$ cat config.mk
export PLATFORM = sky130hd
export DESIGN_NAME = weight_fetch_unit
export DESIGN_NICKNAME = d
export VERILOG_FILES = /design/src/rtl/weight_fetch_unit.sv
export SDC_FILE = /design/constraint.sdc
export NUM_CORES = 1
export LEC_CHECK = 0
export CELL_PAD_IN_SITES_DETAIL_PLACEMENT = 1
export CELL_PAD_IN_SITES_GLOBAL_PLACEMENT = 1
export CORE_MARGIN = 1.5
export CORE_UTILIZATION = 42
export DETAILED_ROUTE_END_ITERATION = 7
export GPL_ROUTABILITY_DRIVEN = 0
export PLACE_DENSITY = 0.91
export SLEW_MARGIN = 20
export SYNTH_ARGS = -nofsm -noshare
export SYNTH_HDL_FRONTEND = slang
export SYNTH_SLANG_ARGS = --single-unit
$ cat constraint.sdc
create_clock -name clk -period 12.64 [get_ports clk]
set_clock_uncertainty 0.15 [all_clocks]
set_input_delay 1.264 -clock clk [delete_from_list [all_inputs] [get_ports clk]]
set_output_delay 1.264 -clock clk [all_outputs]
set_load 0.01 [all_outputs]
$ cat src/rtl/weight_fetch_unit.sv
// weight_fetch_unit: per start, streams one output channel's 3x3 weight block
// (and optionally its 1x1 block) from the memory arbiter into the MAC weight
// buffer, keeping up to MAX_OUTST reads in flight.
module weight_fetch_unit #(
  parameter int ADDR_W    = 32,
  parameter int DATA_W    = 32,
  parameter int K3_WORDS  = 72,
  parameter int K1_WORDS  = 8,
  parameter int MAX_OUTST = 4,
  parameter int IDX_W     = 7
) (
  input  logic              clk,
  input  logic              rst_n,
  input  logic              start,
  input  logic              k1_en,
  input  logic [7:0]        out_ch,
  input  logic [ADDR_W-1:0] w3_base,
  input  logic [ADDR_W-1:0] w1_base,
  output logic              busy,
  output logic              done,
  output logic [ADDR_W-1:0] req_addr,
  output logic              req_vld,
  input  logic              req_rdy,
  input  logic [DATA_W-1:0] rsp_data,
  input  logic              rsp_vld,
  output logic              rsp_rdy,
  output logic              wr_en,
  output logic [8+IDX_W:0]  wr_addr,
  output logic [DATA_W-1:0] wr_data
);

  localparam int BPW   = DATA_W / 8;
  localparam int CNT_W = IDX_W + 1;  // word counters span both blocks
  localparam int OST_W = 4;          // MAX_OUTST is at most 15

  localparam logic [1:0] IDLE  = 2'd0;
  localparam logic [1:0] REQ3  = 2'd1;
  localparam logic [1:0] REQ1  = 2'd2;
  localparam logic [1:0] DRAIN = 2'd3;

  logic [1:0]        state_q, state_d;
  logic              k1_en_q, k1_en_d;
  logic [7:0]        out_ch_q, out_ch_d;
  logic [ADDR_W-1:0] base3_q, base3_d;   // channel-offset 3x3 base
  logic [ADDR_W-1:0] base1_q, base1_d;   // channel-offset 1x1 base
  logic [CNT_W-1:0]  iss_q, iss_d;       // requests handshaken
  logic [CNT_W-1:0]  rcv_q, rcv_d;       // responses accepted
  logic [OST_W-1:0]  ost_q, ost_d;       // issued but unanswered
  logic              req_vld_q, req_vld_d;
  logic [ADDR_W-1:0] req_addr_q, req_addr_d;
  logic              done_q, done_d;

  logic              req_hs;
  logic              rsp_hs;
  logic [CNT_W-1:0]  total;
  logic              wr_sel;
  logic [CNT_W-1:0]  wr_idx;

  // Byte address of linear word n: 3x3 words first, then 1x1 words.
  function automatic logic [ADDR_W-1:0] word_addr(input logic [CNT_W-1:0] n);
    if (n < CNT_W'(K3_WORDS))
      return base3_q + ADDR_W'(n) * ADDR_W'(BPW);
    else
      return base1_q + ADDR_W'(n - CNT_W'(K3_WORDS)) * ADDR_W'(BPW);
  endfunction

  assign busy    = (state_q != IDLE);
  assign rsp_rdy = busy;
  assign req_hs  = req_vld_q & req_rdy;
  assign rsp_hs  = rsp_vld & busy;
  assign total   = k1_en_q ? CNT_W'(K3_WORDS + K1_WORDS) : CNT_W'(K3_WORDS);

  assign req_vld  = req_vld_q;
  assign req_addr = req_addr_q;
  assign done     = done_q;

  // Write port: the receive counter decodes into {sel, out_ch, word_idx}.
  assign wr_en   = rsp_hs;
  assign wr_data = rsp_data;
  assign wr_sel  = (rcv_q >= CNT_W'(K3_WORDS));
  assign wr_idx  = wr_sel ? (rcv_q - CNT_W'(K3_WORDS)) : rcv_q;
  assign wr_addr = {wr_sel, out_ch_q, wr_idx[IDX_W-1:0]};

  // Next-state logic: start latch, counters, request pacing and FSM.
  always_comb begin
    // NOTE: every variable gets a default first so no path infers a latch.
    state_d    = state_q;
    k1_en_d    = k1_en_q;
    out_ch_d   = out_ch_q;
    base3_d    = base3_q;
    base1_d    = base1_q;
    iss_d      = iss_q;
    rcv_d      = rcv_q;
    ost_d      = ost_q;
    req_vld_d  = req_vld_q;
    req_addr_d = req_addr_q;
    done_d     = 1'b0;

    if (state_q == IDLE) begin
      if (start) begin
        state_d    = REQ3;
        k1_en_d    = k1_en;
        out_ch_d   = out_ch;
        base3_d    = w3_base + ADDR_W'(out_ch) * ADDR_W'(K3_WORDS * BPW);
        base1_d    = w1_base + ADDR_W'(out_ch) * ADDR_W'(K1_WORDS * BPW);
        iss_d      = '0;
        rcv_d      = '0;
        ost_d      = '0;
        req_vld_d  = 1'b1;
        req_addr_d = w3_base + ADDR_W'(out_ch) * ADDR_W'(K3_WORDS * BPW);
      end
    end else begin
      iss_d = iss_q + CNT_W'(req_hs);
      rcv_d = rcv_q + CNT_W'(rsp_hs);
      ost_d = ost_q + OST_W'(req_hs) - OST_W'(rsp_hs);

      // A pending request stays put until the arbiter takes it.
      if (!(req_vld_q && !req_rdy)) begin
        req_vld_d  = (iss_d < total) && (ost_d < OST_W'(MAX_OUTST));
        req_addr_d = word_addr(iss_d);
      end

      if (state_q == REQ3 && req_hs && iss_q == CNT_W'(K3_WORDS - 1))
        state_d = k1_en_q ? REQ1 : DRAIN;
      else if (state_q == REQ1 && req_hs && iss_q == total - CNT_W'(1))
        state_d = DRAIN;

      if (rsp_hs && rcv_q == total - CNT_W'(1)) begin
        state_d   = IDLE;
        req_vld_d = 1'b0;
        done_d    = 1'b1;
      end
    end
  end

  // State registers with synchronous active-low reset.
  always_ff @(posedge clk) begin
    if (!rst_n) begin
      state_q    <= IDLE;
      k1_en_q    <= 1'b0;
      out_ch_q   <= '0;
      base3_q    <= '0;
      base1_q    <= '0;
      iss_q      <= '0;
      rcv_q      <= '0;
      ost_q      <= '0;
      req_vld_q  <= 1'b0;
      req_addr_q <= '0;
      done_q     <= 1'b0;
    end else begin
      // NOTE: non-blocking so every register samples pre-edge values.
      state_q    <= state_d;
      k1_en_q    <= k1_en_d;
      out_ch_q   <= out_ch_d;
      base3_q    <= base3_d;
      base1_q    <= base1_d;
      iss_q      <= iss_d;
      rcv_q      <= rcv_d;
      ost_q      <= ost_d;
      req_vld_q  <= req_vld_d;
      req_addr_q <= req_addr_d;
      done_q     <= done_d;
    end
  end

endmodule

==> results of run 1 <==
## cell type report
cell class / instances / area share, %
Sequential cell: 129 / 21.33
Multi-Input combinational cell: 1050 / 57.59
Clock inverter: 15 / 1.736
Tap cell: 319 / 3.296
Inverter: 43 / 1.333
Clock buffer: 17 / 3.513
Timing Repair Buffer: 138 / 11.20
## kinds of logic after synthesis
family                     Yosys count
and+or+nand+nor                    463
AOI/OAI and AO/OA                  395
buffers and inverters              135
DFF                                129
xor gates and xnor gates           109
adders and majority gates           83
## metal layers
metal / GRT usage, % / up-vias / routed length, µm
met5: 0 / - / 0
li1: - / 4798 / -
met1: 34.33 / 4992 / 14820
met4: 10.61 / 0 / 951
met3: 3.396 / 72 / 1839
met2: 45.81 / 354 / 16440
## layout by cell type (no fill, tap or decap), drive strengths merged, types with 5 or more instances in the layout
cell and count:
a21o 28, nor3 26, clkbuf 17, o22ai 5
o211a 13, nand2 180, nand3 36, dfxtp 129
nor4 9, nor2 91, clkdlybuf4s50 129, xnor2 67
nor2b 18, nand2b 6, nand3b 10, ha 77
buf 9, o211ai 16, o31ai 9, a21oi 94
a31oi 14, or3 13, clkinv 6, and3 23
a311oi 9, xor2 42, clkinvlp 5, inv 43
o21ai 84, nand4 8, a21boi 45, and2 19
o21bai 6, a2111oi 7, nor3b 9, fa 6
o21a 13, a211oi 21
## worst min path at each step
stage,from,endpoint,slack (ps),cells past startpoint
2_1_floorplan,base1_q[0]$_SDFFE_PN0P_,base1_q[0]$_SDFFE_PN0P_,290,2
3_3_place_gp,req_addr[5]$_SDFFE_PN0P_,req_addr[5]$_SDFFE_PN0P_,290,2
3_5_place_dp,req_addr[6]$_SDFFE_PN0P_,req_addr[6]$_SDFFE_PN0P_,300,2
4_1_cts,req_addr[6]$_SDFFE_PN0P_,req_addr[6]$_SDFFE_PN0P_,310,2
5_1_grt,req_addr[6]$_SDFFE_PN0P_,req_addr[6]$_SDFFE_PN0P_,340,2
6_report,req_addr[6]$_SDFFE_PN0P_,req_addr[6]$_SDFFE_PN0P_,300,2
## flip-flops by register name, indices dropped and copies added (netlist names)
register / flops
base1_q: 32
base3_q: 32
done: 1
iss_q: 8
k1_en_q: 1
ost_q: 4
out_ch_q: 8
rcv_q: 8
req_addr: 32
req_vld: 1
state_q: 2
## worst max-delay path: stages
cell and delay, ps:
clkdlybuf4s50_1 470, and2_1 180, ha_1 270, nand3_4 140, nor3_1 250, xnor2_1 330
a21bo_2 330, inv_1 550, ha_1 430, a21o_1 210, a21o_1 230, o31ai_1 360
a31oi_2 150, a211oi_2 430, o211ai_1 200, a221o_1 320, o31ai_1 210
## stage by stage
stage               util (%)  setup slack, ps  hold slack [ps]
finish                 51.13             6518            304.6
CTS                    51.13             6591            308.0
global route           51.13             6206            339.0
floorplan                  -             7297            293.7
detailed placement     48.45             6202            298.1
global placement       48.45             6513            290.5
## power groups by stage
stage | registers, W | logic (W) | clock network (W)
6_report | 0.000480 | 0.000442 | 0.000541
4_1_cts | 0.000479 | 0.000436 | 0.000543
5_1_grt | 0.000484 | 0.000481 | 0.000559
2_1_floorplan | 0.000480 | 0.000284 | 0
3_5_place_dp | 0.000486 | 0.000426 | 0
3_3_place_gp | 0.000485 | 0.000409 | 0
==> results.py, run 1 <==
metrics = {
    "layout": {
        "drive_gt1_share_pct": 5.172,
        "multi_input_area_mm2": 0.006974,
        "register_area_mm2": 0.002582,
        "final_cells": 1711,
        "nNetsFinal": 1572,
        "stdcell_area_mm2": 0.01211,
        "nFillCells": 2909,
        "diodes": 0,
        "area_growth_syn_to_layout_pct": 18.73,
    },
    "worst_setup_path": {
        "end_kind": "flip-flop",
        "startpoint_type": "input port",
        "arrival_ps": 6320,
        "r2r_cells": 16,
        "crit_required_ps": 12840,
        "worst-setup-path-type": "in -> reg",
        "critPathMaxFanout": 21,
        "rr_startpoint": "req_vld$_SDFFE_PN0P_",
        "r2r_setup_slack_ps": 7440,
        "crit_end": "req_addr[31]$_SDFFE_PN0P_",
        "r2r-end": "req_addr[31]$_SDFFE_PN0P_",
        "crit_path_start": "req_rdy",
    },
    "grt": {
        "grtUsageTotal_pct": 26.89,
        "grt_remaining_overflow": 0,
        "grt_max_degree": 72,
        "antenna_found_initial": 0,
        "grt_pass1_wl_um": 55290,
        "grt_pass1_vias": 10451,
    },
    "pwr": {
        "p_comb_share_pct": 30.2,
        "p_per_area_mw_per_mm2": 120.9,
        "total_power_w": 0.001464,
        "p_int_w": 0.0009623,
        "clock_power_share_pct": 37.0,
        "swShare_pct": 34.25,
        "power.leakage_nw": 4.832,
        "peakVddDrop_uv": 122.8,
        "power_frac_seq_pct": 32.8,
        "switchingPower_w": 0.0005013,
    },
    "synth": {
        "synth_cell_types": 79,
        "synthFlopType": "dfxtp_1",
        "muxShareOfSynthArea_pct": 0,
        "synthTopCellsByCount": "nand2_1, dfxtp_1, a21oi_1, nor2_1, ha_1",
        "synth_warnings": 0,
        "synth-simple-area-share_pct": 22.22,
        "synth_top_family_by_area": "compound AO/OA/AOI/OAI gates",
        "syn_area_mm2": 0.01020,
        "syn_area_per_cell_um2": 7.761,
        "yosys.cell_count.top_type": "nand2_1",
        "synth-xor-area-share_pct": 9.545,
        "synth_fa_ha_area_share_pct": 10.62,
        "synth_fp_nets": 1507,
        "yosysTopAreaCell": "dfxtp_1",
        "ys_seq_area_share_pct": 25.32,
        "synthArstFlopShare_pct": 0,
        "synth_top_area_share_pct": 25.32,
        "synth_compound_area_share_pct": 25.84,
        "synth_edf_count": 0,
        "synth_area_leaders": "dfxtp_1, ha_1, nand2_1",
        "syn_inst": 1314,
        "ys_ff_latch": 129,
    },
    "clock_network": {
        "cts-hold-fix-buffers": 0,
        "cts_buffers": 17,
        "postCtsSetupRepairBufs": 0,
        "clock-sinks": 129,
        "clock_latency_ps": 430,
        "cts_resized": 0,
        "root_buffer": "clkbuf_16",
        "path_clk_slew_ps": 60,
        "cts_tree": "built",
        "clk_path_buf_depth": 2,
        "htree_levels": 4,
    },
    "timing": {
        "slew_headroom_pct": 34.17,
        "setup_viol": 0,
        "finalHoldViolations": 0,
        "tightest_slew_ps": 987.4,
        "min_period_ps": 6122,
        "maxSlewViolCount": 0,
        "timing.fmax_mhz": 163.3,
        "tns_ps": 0,
        "fin_crit_sh_pct": 48.43,
        "grt_setup_unrepaired": "false",
    },
    "floorplan": {
        "start_util_pct": 43.06,
        "fp.dieH_um": 158.8,
        "core_mm2": 0.02368,
        "die_area_mm2": 0.02523,
        "die_x_um": 158.8,
        "io_pins": 195,
        "fp-row-count": 56,
    },
    "placement": {
        "placedCellCount": 1679,
        "place_area_mm2": 0.01147,
        "port_buffers": 130,
        "dp_hpwl_um": 24550,
    },
    "detailed_routing": {
        "drt-total-wl_um": 34050,
        "wire_per_inst_um": 19.90,
        "drt_pass1_iterations": 5,
        "vias_per_cell": 5.971,
        "ant_nets": 0,
        "num_vias": 10216,
        "drt_iter0_drc": 666,
        "post-route-drc-count": 0,
    },
    "outcome": {
        "status": "completed",
    },
    "min_path": {
        "hp-class": "reg -> reg",
    },
    "run": {
        "maxCapViolCount": 0,
    },
}
Power figures use the tool's default switching activity.
==> run 2, diff against run 1 <==
- CORE_UTILIZATION: 42 -> 35
- PLACE_DENSITY: 0.91 -> 0.82
- clock period: 12.64 -> 5.3 ns (I/O delays scaled with it)
==> results.py, run 2 (synthesized netlist as in run 1, its figures left out) <==
metrics = {
    "floorplan": {
        "fp.dieH_um": 173.7,
        "die_x_um": 173.7,
        "die_area_mm2": 0.03017,
        "fp-row-count": 62,
        "io_pins": 195,
        "start_util_pct": 35.53,
        "core_mm2": 0.02870,
    },
    "worst_setup_path": {
        "arrival_ps": 5180,
        "max_stage_delay_ps": 510,
        "worst-setup-path-type": "in -> reg",
        "startpoint_type": "input port",
        "rr_startpoint": "req_vld$_SDFFE_PN0P_",
        "r2r_setup_slack_ps": 450,
        "end_kind": "flip-flop",
        "crit_required_ps": 5420,
        "cpMaxStageDelayCell": "clkdlybuf4s50_1",
        "path_cells": "clkdlybuf4s50_1 -> and2_1 -> ha_1 -> ha_2 -> nand3_2 -> nor2_4 -> xor2_4 -> a21bo_2 -> clkinvlp_4 -> buf_4 -> ha_1 -> a21o_1 -> a21o_1 -> a21oi_1 -> o21ai_0 -> a21oi_1 -> nor3_1 -> a311oi_1 -> a2111oi_1",
        "r2r_cells": 18,
        "r2r-end": "req_addr[28]$_SDFFE_PN0P_",
        "critPathMaxFanout": 15,
    },
    "detailed_routing": {
        "post-route-drc-count": 0,
        "drt-total-wl_um": 33790,
        "vias_per_cell": 5.593,
        "num_vias": 10001,
        "ant_nets": 0,
        "drt_iter0_drc": 544,
        "wire_per_inst_um": 18.90,
        "drt_pass1_iterations": 4,
    },
    "timing": {
        "fin_crit_sh_pct": 95.48,
        "maxSlewViolCount": 0,
        "timing.fmax_mhz": 197.6,
        "finalHoldViolations": 0,
        "tns_ps": 0,
        "min_period_ps": 5060,
        "timing.hold.ws_ps": 313.6,
        "setup_viol": 0,
        "slew_headroom_pct": 38.18,
        "tightest_slew_ps": 927.3,
    },
    "grt": {
        "antenna_found_initial": 0,
        "grt_max_degree": 86,
        "grt_remaining_overflow": 0,
        "grtUsageTotal_pct": 22.27,
        "grt_pass1_vias": 10261,
        "grt_pass1_wl_um": 54120,
    },
    "clock_network": {
        "path_clk_slew_ps": 60,
        "clock-sinks": 129,
        "cts_tree": "built",
        "root_buffer": "clkbuf_16",
        "clk_path_buf_depth": 2,
        "clock_latency_ps": 430,
        "cts_buffers": 17,
        "htree_levels": 4,
        "cts-hold-fix-buffers": 0,
    },
    "pwr": {
        "peakVddDrop_uv": 231.1,
        "power_frac_seq_pct": 33.9,
        "power.leakage_nw": 4.874,
        "swShare_pct": 34.27,
        "clock_power_share_pct": 34.9,
        "p_int_w": 0.002216,
        "switchingPower_w": 0.001155,
        "p_per_area_mw_per_mm2": 275.4,
        "p_comb_share_pct": 31.2,
    },
    "min_path": {
        "hp-class": "reg -> reg",
        "holdPathEnd": "out_ch_q[1]$_SDFFE_PN0P_",
        "worstHoldPathCells": 2,
        "min_from": "out_ch_q[1]$_SDFFE_PN0P_",
    },
    "layout": {
        "nFillCells": 3502,
        "nNetsFinal": 1585,
        "area_growth_syn_to_layout_pct": 20.02,
        "final_common_cell": "nand2_1",
        "diodes": 0,
        "drive_gt1_share_pct": 6.125,
        "final_cell_mix": "nand2_1, dfxtp_1, clkdlybuf4s50_1",
    },
    "outcome": {
        "status": "completed",
    },
    "run": {
        "maxCapViolCount": 0,
    },
    "placement": {
        "dp_hpwl_um": 25450,
        "port_buffers": 130,
    },
}
## run 2: per-layer routing
| layer | wire, µm | GRT usage, % | up-vias | part of all wire, % |
|---|---|---|---|---|
| li1 | - | - | 4815 | - |
| met1 | 15490 | 28.76 | 4871 | 46 |
| met2 | 15730 | 37.22 | 244 | 47 |
| met3 | 1515 | 3.114 | 71 | 4.5 |
| met4 | 1056 | 9.303 | 0 | 3.1 |
| met5 | 0 | 0 | - | 0 |
## run 2: worst max-delay path by stage
| stage | startpoint | end | slack [ps] | cells past startpoint |
|---|---|---|---|---|
| after global placement | req_rdy | req_addr[29]$_SDFFE_PN0P_ | 150 | 19 |
| after CTS | req_rdy | req_addr[29]$_SDFFE_PN0P_ | 370 | 19 |
| final | req_rdy | req_addr[28]$_SDFFE_PN0P_ | 240 | 19 |
| after floorplan | req_rdy | req_addr[27]$_SDFFE_PN0P_ | 690 | 20 |
| after global routing | req_rdy | req_addr[29]$_SDFFE_PN0P_ | -2 | 19 |
| after detailed placement | req_rdy | req_addr[27]$_SDFFE_PN0P_ | 10 | 19 |
## run 2: power by group through the flow
stage	combinational (W)	clock (W)	sequential [W]
6_report	0.00105	0.00118	0.00114
3_5_place_dp	0.00103	0	0.00116
3_3_place_gp	0.000994	0	0.00116
5_1_grt	0.00115	0.00124	0.00115
2_1_floorplan	0.000677	0	0.00115
4_1_cts	0.00104	0.00119	0.00114
## run 2: layout make-up
type                    instances  area, µm²  share of cell area (%)
clock buffers                  19      442.9                   3.619
well taps                     384      480.5                   3.925
flip-flops and latches        129       2582                   21.10
repair buffers                151       1454                   11.88
clock inverters                12      132.6                   1.084
inverters                      43      165.2                   1.349
multi-input cells            1050       6983                   57.05
## run 2: per-stage QoR
stage / instance area [µm²] / cells / total power [W] / util, % / setup slack (ps)
after CTS: 12230 / 1788 / 0.003378 / 42.60 / 373.9
after detailed placement: 11650 / 1757 / 0.002192 / 40.60 / 10.73
after global routing: 12240 / 1788 / 0.003542 / 42.65 / -1.974
final: 12240 / 1788 / 0.003371 / 42.65 / 239.5
after floorplan: 10200 / 1314 / 0.001822 / - / 690.8
after global placement: 11650 / 1757 / 0.002154 / 40.60 / 146.2
## run 2: critical path, delay by kind of cell
| kind | cells | cell delay, ps |
|---|---|---|
| buf+inv | 3 | 940 |
| compound gates | 8 | 1930 |
| simple gates | 4 | 630 |
| fa+ha+maj | 3 | 970 |
| xor+xnor | 1 | 160 |
## run 2: timing repair
| item | CTS | global route |
|---|---|---|
| endpoints found under the setup margin | 0 | 1 |
| setup buffers | 0 | 0 |
| resized for setup | 0 | 3 |
